## src/rtl/load_store_buffer.sv

```systemverilog
// load_store_buffer
//   In-order load/store queue between the instruction unit and the memory
//   controller. Entries are issued by the instruction unit. Waiting operands
//   are captured from the ALU broadcast (rs*) and from this unit's own
//   completion broadcast (lsb*). The head entry accesses memory strictly in
//   FIFO order. A store is sent to memory only when it is the ROB head.
//
// Ports
//   clockIn, resetIn         clock; synchronous active-high reset
//   clear                    flush from the ROB on a misprediction
//   add*                     issue interface; full = no free entry
//   rs*                      ALU result broadcast
//   robBeginId               ROB head index
//   mem*                     request/response to the memory controller
//   lsbUpdate/RobIndex/Val   completion pulse to the ROB and operand waiters
module load_store_buffer #(
  parameter int LSB_WIDTH = 3,
  parameter int LSB_SIZE  = 2 ** LSB_WIDTH,
  parameter int ROB_WIDTH = 4
) (
  input  logic                 clockIn,
  input  logic                 resetIn,
  input  logic                 clear,
  input  logic                 addValid,
  input  logic                 addIsStore,
  input  logic [2:0]           addFunct3,
  input  logic                 addBaseReady,
  input  logic [31:0]          addBaseVal,
  input  logic [ROB_WIDTH-1:0] addBaseDep,
  input  logic                 addDataReady,
  input  logic [31:0]          addDataVal,
  input  logic [ROB_WIDTH-1:0] addDataDep,
  input  logic [11:0]          addOffset,
  input  logic [ROB_WIDTH-1:0] addRobIndex,
  output logic                 full,
  input  logic                 rsUpdate,
  input  logic [ROB_WIDTH-1:0] rsRobIndex,
  input  logic [31:0]          rsUpdateVal,
  input  logic [ROB_WIDTH-1:0] robBeginId,
  output logic                 memReq,
  output logic                 memWrite,
  output logic [31:0]          memAddr,
  output logic [1:0]           memSize,
  output logic [31:0]          memWData,
  input  logic                 memDone,
  input  logic [31:0]          memRData,
  output logic                 lsbUpdate,
  output logic [ROB_WIDTH-1:0] lsbRobIndex,
  output logic [31:0]          lsbUpdateVal
);

  typedef struct packed {
    logic                 valid;
    logic                 is_store;
    logic [2:0]           funct3;
    logic                 base_ready;
    logic [31:0]          base_val;
    logic [ROB_WIDTH-1:0] base_dep;
    logic                 data_ready;
    logic [31:0]          data_val;
    logic [ROB_WIDTH-1:0] data_dep;
    logic [11:0]          offset;
    logic [ROB_WIDTH-1:0] rob_index;
  } entry_t;

  // DRAIN: a flushed load is still outstanding at the memory controller and
  // its response must be absorbed before the next request goes out.
  typedef enum logic [1:0] {IDLE, WAIT, DRAIN} state_t;

  state_t               state_reg;
  entry_t               entry_reg  [LSB_SIZE];
  entry_t               entry_next [LSB_SIZE];
  logic [LSB_WIDTH-1:0] head_reg;
  logic [LSB_WIDTH-1:0] tail_reg;
  logic [LSB_WIDTH:0]   count_reg;

  // Attributes of the access in flight, kept apart from the queue so that a
  // flush cannot lose the store that is still completing.
  logic                 cur_store_reg;
  logic [2:0]           cur_funct3_reg;
  logic [ROB_WIDTH-1:0] cur_rob_reg;
  // Set when a flush hit while a store was in flight: its entry is gone, so
  // completion must report but must not pop the (already reset) queue.
  logic                 orphan_reg;

  entry_t head_entry;
  entry_t add_raw;
  entry_t add_entry;
  logic   head_ready;
  logic   do_add;
  logic   do_pop;
  logic   issue;

  // Capture a broadcast into any operand still waiting on its tag; the ALU
  // bus wins when both buses carry the tag.
  function automatic entry_t snoop(
    input entry_t               e,
    input logic                 rs_v,
    input logic [ROB_WIDTH-1:0] rs_tag,
    input logic [31:0]          rs_val,
    input logic                 lsb_v,
    input logic [ROB_WIDTH-1:0] lsb_tag,
    input logic [31:0]          lsb_val
  );
    entry_t r;
    r = e;
    if (!e.base_ready) begin
      if (rs_v && rs_tag == e.base_dep) begin
        r.base_ready = 1'b1;
        r.base_val   = rs_val;
      end else if (lsb_v && lsb_tag == e.base_dep) begin
        r.base_ready = 1'b1;
        r.base_val   = lsb_val;
      end
    end
    if (!e.data_ready) begin
      if (rs_v && rs_tag == e.data_dep) begin
        r.data_ready = 1'b1;
        r.data_val   = rs_val;
      end else if (lsb_v && lsb_tag == e.data_dep) begin
        r.data_ready = 1'b1;
        r.data_val   = lsb_val;
      end
    end
    return r;
  endfunction

  function automatic logic [31:0] load_ext(input logic [31:0] d, input logic [2:0] f3);
    logic [31:0] r;
    case (f3)
      3'b000:  r = {{24{d[7]}}, d[7:0]};
      3'b001:  r = {{16{d[15]}}, d[15:0]};
      3'b100:  r = {24'b0, d[7:0]};
      3'b101:  r = {16'b0, d[15:0]};
      default: r = d;
    endcase
    return r;
  endfunction

  // New entry, including same-cycle bypass from either broadcast bus.
  always_comb begin
    add_raw            = '0;
    add_raw.valid      = 1'b1;
    add_raw.is_store   = addIsStore;
    add_raw.funct3     = addFunct3;
    add_raw.base_ready = addBaseReady;
    add_raw.base_val   = addBaseVal;
    add_raw.base_dep   = addBaseDep;
    add_raw.data_ready = addDataReady;
    add_raw.data_val   = addDataVal;
    add_raw.data_dep   = addDataDep;
    add_raw.offset     = addOffset;
    add_raw.rob_index  = addRobIndex;
    add_entry = snoop(add_raw, rsUpdate, rsRobIndex, rsUpdateVal,
                      lsbUpdate, lsbRobIndex, lsbUpdateVal);
  end

  assign head_entry = entry_reg[head_reg];
  assign head_ready = head_entry.valid && head_entry.base_ready &&
                      (!head_entry.is_store ||
                       (head_entry.data_ready && head_entry.rob_index == robBeginId));
  assign full   = (count_reg == (LSB_WIDTH + 1)'(LSB_SIZE));
  assign do_add = addValid && !full && !clear;
  assign issue  = (state_reg == IDLE) && head_ready && !clear;
  assign do_pop = (state_reg == WAIT) && memDone && !orphan_reg && !clear;

  genvar gi;
  generate
    for (gi = 0; gi < LSB_SIZE; gi++) begin : g_entry
      // Add and pop never target the same slot: that would need head==tail
      // with a non-empty queue, i.e. full, where the add is refused.
      assign entry_next[gi] =
        (do_add && tail_reg == LSB_WIDTH'(gi)) ? add_entry :
        (do_pop && head_reg == LSB_WIDTH'(gi)) ? entry_t'('0) :
        snoop(entry_reg[gi], rsUpdate, rsRobIndex, rsUpdateVal,
              lsbUpdate, lsbRobIndex, lsbUpdateVal);
    end
  endgenerate

  always_ff @(posedge clockIn) begin
    if (resetIn || clear) begin
      for (int i = 0; i < LSB_SIZE; i++) entry_reg[i] <= '0;
    end else begin
      for (int i = 0; i < LSB_SIZE; i++) entry_reg[i] <= entry_next[i];
    end
  end

  always_ff @(posedge clockIn) begin
    if (resetIn) begin
      state_reg      <= IDLE;
      head_reg       <= '0;
      tail_reg       <= '0;
      count_reg      <= '0;
      memReq         <= 1'b0;
      memWrite       <= 1'b0;
      memAddr        <= '0;
      memSize        <= '0;
      memWData       <= '0;
      lsbUpdate      <= 1'b0;
      lsbRobIndex    <= '0;
      lsbUpdateVal   <= '0;
      cur_store_reg  <= 1'b0;
      cur_funct3_reg <= '0;
      cur_rob_reg    <= '0;
      orphan_reg     <= 1'b0;
    end else begin
      lsbUpdate <= 1'b0;

      if (clear) begin
        head_reg  <= '0;
        tail_reg  <= '0;
        count_reg <= '0;
      end else begin
        if (do_pop) head_reg <= head_reg + 1'b1;
        if (do_add) tail_reg <= tail_reg + 1'b1;
        case ({do_add, do_pop})
          2'b10:   count_reg <= count_reg + 1'b1;
          2'b01:   count_reg <= count_reg - 1'b1;
          default: count_reg <= count_reg;
        endcase
      end

      case (state_reg)
        IDLE: begin
          if (issue) begin
            memReq         <= 1'b1;
            memWrite       <= head_entry.is_store;
            memAddr        <= head_entry.base_val +
                              {{20{head_entry.offset[11]}}, head_entry.offset};
            // funct3[1:0] already encodes byte/half/word for both signednesses.
            memSize        <= head_entry.funct3[1:0];
            memWData       <= head_entry.is_store ? head_entry.data_val : 32'b0;
            cur_store_reg  <= head_entry.is_store;
            cur_funct3_reg <= head_entry.funct3;
            cur_rob_reg    <= head_entry.rob_index;
            state_reg      <= WAIT;
          end
        end
        WAIT: begin
          if (memDone) begin
            memReq     <= 1'b0;
            state_reg  <= IDLE;
            orphan_reg <= 1'b0;
            // A store is non-speculative, so it reports even across a flush.
            if (cur_store_reg || !clear) begin
              lsbUpdate    <= 1'b1;
              lsbRobIndex  <= cur_rob_reg;
              lsbUpdateVal <= cur_store_reg ? 32'b0 : load_ext(memRData, cur_funct3_reg);
            end
          end else if (clear) begin
            if (cur_store_reg) orphan_reg <= 1'b1;
            else               state_reg  <= DRAIN;
          end
        end
        DRAIN: begin
          if (memDone) begin
            memReq    <= 1'b0;
            state_reg <= IDLE;
          end
        end
        default: state_reg <= IDLE;
      endcase
    end
  end

endmodule

```

## config.mk

```make
export PLATFORM = sky130hd
export DESIGN_NAME = load_store_buffer
export DESIGN_NICKNAME = d
export VERILOG_FILES = /design/src/rtl/load_store_buffer.sv
export SDC_FILE = /design/constraint.sdc
export NUM_CORES = 2
export LEC_CHECK = 0
export CORE_MARGIN = 3
export CORE_UTILIZATION = 35
export DETAILED_ROUTE_END_ITERATION = 10
export DONT_BUFFER_PORTS = 1
export GPL_ROUTABILITY_DRIVEN = 0
export SYNTH_ARGS = -nofsm -noshare
export SYNTH_HDL_FRONTEND = slang
export SYNTH_SLANG_ARGS = --single-unit
```

## constraint.sdc

```tcl
create_clock -name clockIn -period 6 [get_ports clockIn]
set_input_delay 1.2 -clock clockIn [delete_from_list [all_inputs] [get_ports clockIn]]
set_output_delay 1.2 -clock clockIn [all_outputs]
set_load 0.02 [all_outputs]
```

# After elaboration in Yosys (flattened, before gate mapping)
# Memories as Yosys holds them, arrays and structs flattened. A register that Yosys moved wholly into a read port is not among the register bits.
# Cells that the tools add are included.
# totals
latchBits	0
romBits	0
elab_cells	280
n_memories	1
ram_bits	760
regBits	125
inputBits	172
# memory_table
name	depth	width	rd	rd_clocked_by_memory_dff	wr	line	text
entry_reg	8	95	9	1	8	71	entry_t entry_reg [LSB_SIZE];
# classes
n_shift	0
eq_ne	64
order_cmp	0
n_reduce_logical	85
bitwise	10
muxes	100
addsub	5
div_mod_pow	0
multipliers	0
# ops
cell	n
$mux 95	24
$mux 33	54
$eq 4x4->1	37
$pmux 32 s4	1
$mux 32	2
$logic_and 1x1->1	62
$add 32x32->32	1
$eq 3x3->1 const B	10
$eq 3x2->1 const B	4
$mux 2	5
$eq 3x1->1 const B	3
$logic_not 3->1	3
$mux 1	9
$reduce_and 3->1	3
$or 1x1->1	8
$pmux 4 s2	1
$reduce_bool 2->1	4
$add 3x1->3 const B	2
$mux 3	2
$ne 3x3->1 const B	2
$pmux 2 s3	1
$add 4x1->4 const B	1
$eq 2x1->1 const B	2
$eq 2x2->1 const B	2
13 further kinds	21

# Depth between registers and ports, before layout
# An unclocked memory read counts as a cell.
# depth
depth_word	9
depth_mapped	18

# Worst setup path before layout
# Ideal clock, no wire load.
# synth_timing
path_type	reg-to-reg
startpoint	register (tool-made name)
endpoint	register memAddr[21]
setup_ns	0.070
path_stages_with_launch	18
synth_period_minus_slack_ns	4.849
setup_slack_ns	1.151
arrival_time_ns	4.778
path_cell_list	dfxtp_1 buf_2 buf_2 clkbuf_1 buf_2 buf_1 mux4_2 mux2_2 ha_1 and3_1 and2_1 a221oi_1 nor2b_1 a311o_1 a21oi_1 xnor2_1 nand2_1 a21oi_1
# synth_lines
item	line	text
end signal, assigned	228	memAddr <= head_entry.base_val +
end, declared	42	output logic [31:0] memAddr,

==> flow_summary.yaml <==
run_status:
  status: "finished with violations"
  violations: "max-capacitance violations, max-slew violations"
floorplanning:
  dieHeight_um: 381
  rows: 137
  die_x_um: 381
  die_area_um2: 145000
  ios: 278
  floorplan.initialDensity_pct: 35.3
  core_um2: 140000
logic_synthesis:
  yosysSeqAreaShare_pct: 36.0
  synth.distinct_cells: 57
  synth_nets: 6844
  synth_area_um2: 49200
  synth_edf_count: 0
  synth_warnings: 0
  avgSynthCellArea_um2: 7.44
  synth_seq_cells: 886
  async_flop_share_pct: 0
  synthTopCellsByCount: "nand2_1, nor2_1, dfxtp_1, a21oi_1, clkbuf_1"
  synth_ff_type: "dfxtp_1"
  synth_top_area_share_pct: 36.0
  synthTopCellsByArea: "dfxtp_1, nand2_1, mux4_2, a21oi_1, nor2_1"
  yosysMostFrequentCell: "nand2_1"
  synth_top_area_cell: "dfxtp_1"
  syn_inst: 6620
worst_setup_path:
  cp.required_ns: 6.58
  crit_slowest_cell: "dfxtp_4"
  crit_cells: 9
  rr_worst_depth: 9
  max_stage_delay_ns: 0.88
  crit_end: "cur_funct3_reg[1]"
  path_buf_inv: 3
  crit_chain: "buf_12, buf_4, mux4_2, mux2_2, a31oi_1, or4b_4, buf_12, a211oi_1, a211oi_1"
  start_kind: "flip-flop"
  critPathKind: "flip-flop to flip-flop"
  end_kind: "flip-flop"
  rrSetupSlack_ns: 1.21
  cp.arrival_ns: 5.36
  r2r_end: "cur_funct3_reg[1]"
  cpLargestDelayFamily: "buffers and inverters"
  path_max_fanout: 122
clock_tree:
  cts_hold_buf: 0
  cts-root-buf: "clkbuf_16"
  h-tree-depth: 3
  clock_sinks: 886
  tritoncts: "yes"
  cts_buffers: 101
  cts_setup_buffers: 0
  clk_latency_ns: 0.76
  clockBufferDepth: 3
  post_cts_resized: 0
  clkSlewWorstSetupHoldPaths_ns: 0.06
pwr:
  leakage_uw: 0.0175
  ir_worst_vdd_mv: 0.219
  power-per-cell-area_nw_per_um2: 246
timing:
  final_max_slew_viol_count: 1
  hold_viol_final: 0
  whs_ns: 0.486
  period_share_pct: 79.8
  finalClockSkew_ns: 0.0411
  tightest_slew_ns: 1.46
  fin_ws_ns: 1.21
  fmax_mhz: 209
  grt_setup_unrepaired: "false"
  setup_tns_ns: 0
  max_slew_margin_pct: -0.0687
  post-route-min-period_ns: 4.79
  setup_viol: 0
grt:
  grt_max_degree: 209
  antenna_found_initial: 12
  track_usage_pct: 30.4
  grt_pass1_wl_um: 334000
  grt.overflow.total: 0
  first_global_vias: 49400
route:
  num_vias: 52100
  routedWlPerCell_um: 28.7
  totalWireLength_um: 232000
  drtIter0Drc: 8744
  drc: 0
  first_pass_iters: 7
  detail-route-antenna-nets: 0
  routed_via_density: 6.45
min_path:
  whs_path_depth: 2
  hp-class: "flip-flop to flip-flop"
cells_and_area:
  instances_no_fill: 8078
  nets: 6340
  design_area_um2: 53800
  largest_register_ffs: 760
  drive_above_1_share_pct: 9.72
  syn2layout_area_growth_pct: 9.22
  fill_cells: 14300
placed_design:
  dp_slack_ns: 1.20
  dp.cells: 7889
  portBuffers: 0
  placed_area_um2: 50400
  hpwl_um: 129000
job:
  drv_cap: 1
## layer usage
layer	part of all wire, %	GRT usage, %	wire length [um]
met2	41	44.1	95400
met5	0.016	0	38
met1	37	38.3	84700
met3	17	13.6	38800
met4	5.5	14.2	12600
## final cells by class
| class | count | area [um2] | area share, % |
|---|---|---|---|
| inverters | 34 | 128 | 0.237 |
| well taps | 1876 | 2350 | 4.36 |
| multi-input cells | 4939 | 28800 | 53.6 |
| clock buffers | 147 | 2930 | 5.45 |
| clock inverters | 31 | 410 | 0.763 |
| flip-flops and latches | 886 | 17700 | 33.0 |
| diodes | 11 | 27.5 | 0.0512 |
| repair buffers | 154 | 1370 | 2.54 |
## cell usage in the layout (no fill, tap or decap), types with 43 or more instances in the layout
cell,count
mux2_2,43
xnor2_1,55
mux2i_1,52
dfxtp_1,883
a22oi_1,297
o21ai_1,64
nor2_1,883
a21oi_1,675
buf_4,137
xor2_1,124
a31oi_1,537
ha_1,50
clkbuf_16,101
nor3_1,580
mux4_2,171
nand2_1,1161
## worst min-delay path: cells and delay by family (launching register included)
kind           cells  cell delay (ns)
AO/OA/AOI/OAI      2             0.13
flip-flops         1             0.31
## through the flow
| step | power (uW) | util [%] |
|---|---|---|
| final | 13300 | 38.5 |
| after global routing | 13600 | 38.5 |
| after CTS | 13200 | 38.5 |
| after detailed placement | 6900 | 36.1 |
| after global placement | 6890 | 36.1 |
| after floorplan | 6730 | - |
## cell families after synthesis
group / count (synthesis) / synth area share (%)
flops: 886 / 36.0
buf+inv: 795 / 6.21
compound gates: 1692 / 20.4
xor+xnor: 179 / 3.18
fa+ha+maj: 52 / 1.35
mux: 267 / 9.88
simple gates: 2749 / 22.9
## worst min-delay path by stage
stage / start / endpoint / slack (ns)
3_5_place_dp: entry_reg[7][84] / entry_reg[7][84] / 0.48
5_1_grt: entry_reg[7][20] / entry_reg[7][20] / 0.50
2_1_floorplan: count_reg[3] / count_reg[3] / 0.45
4_1_cts: entry_reg[7][84] / entry_reg[7][84] / 0.49
6_report: count_reg[3] / count_reg[3] / 0.49
3_3_place_gp: cur_rob_reg[2] / cur_rob_reg[2] / 0.47
## report_power, final
group | switching [uW] | internal [uW]
clock | 2750 | 3690
sequential | 30.7 | 5930
combinational | 620 | 237
(Power assumes the default switching activity.)
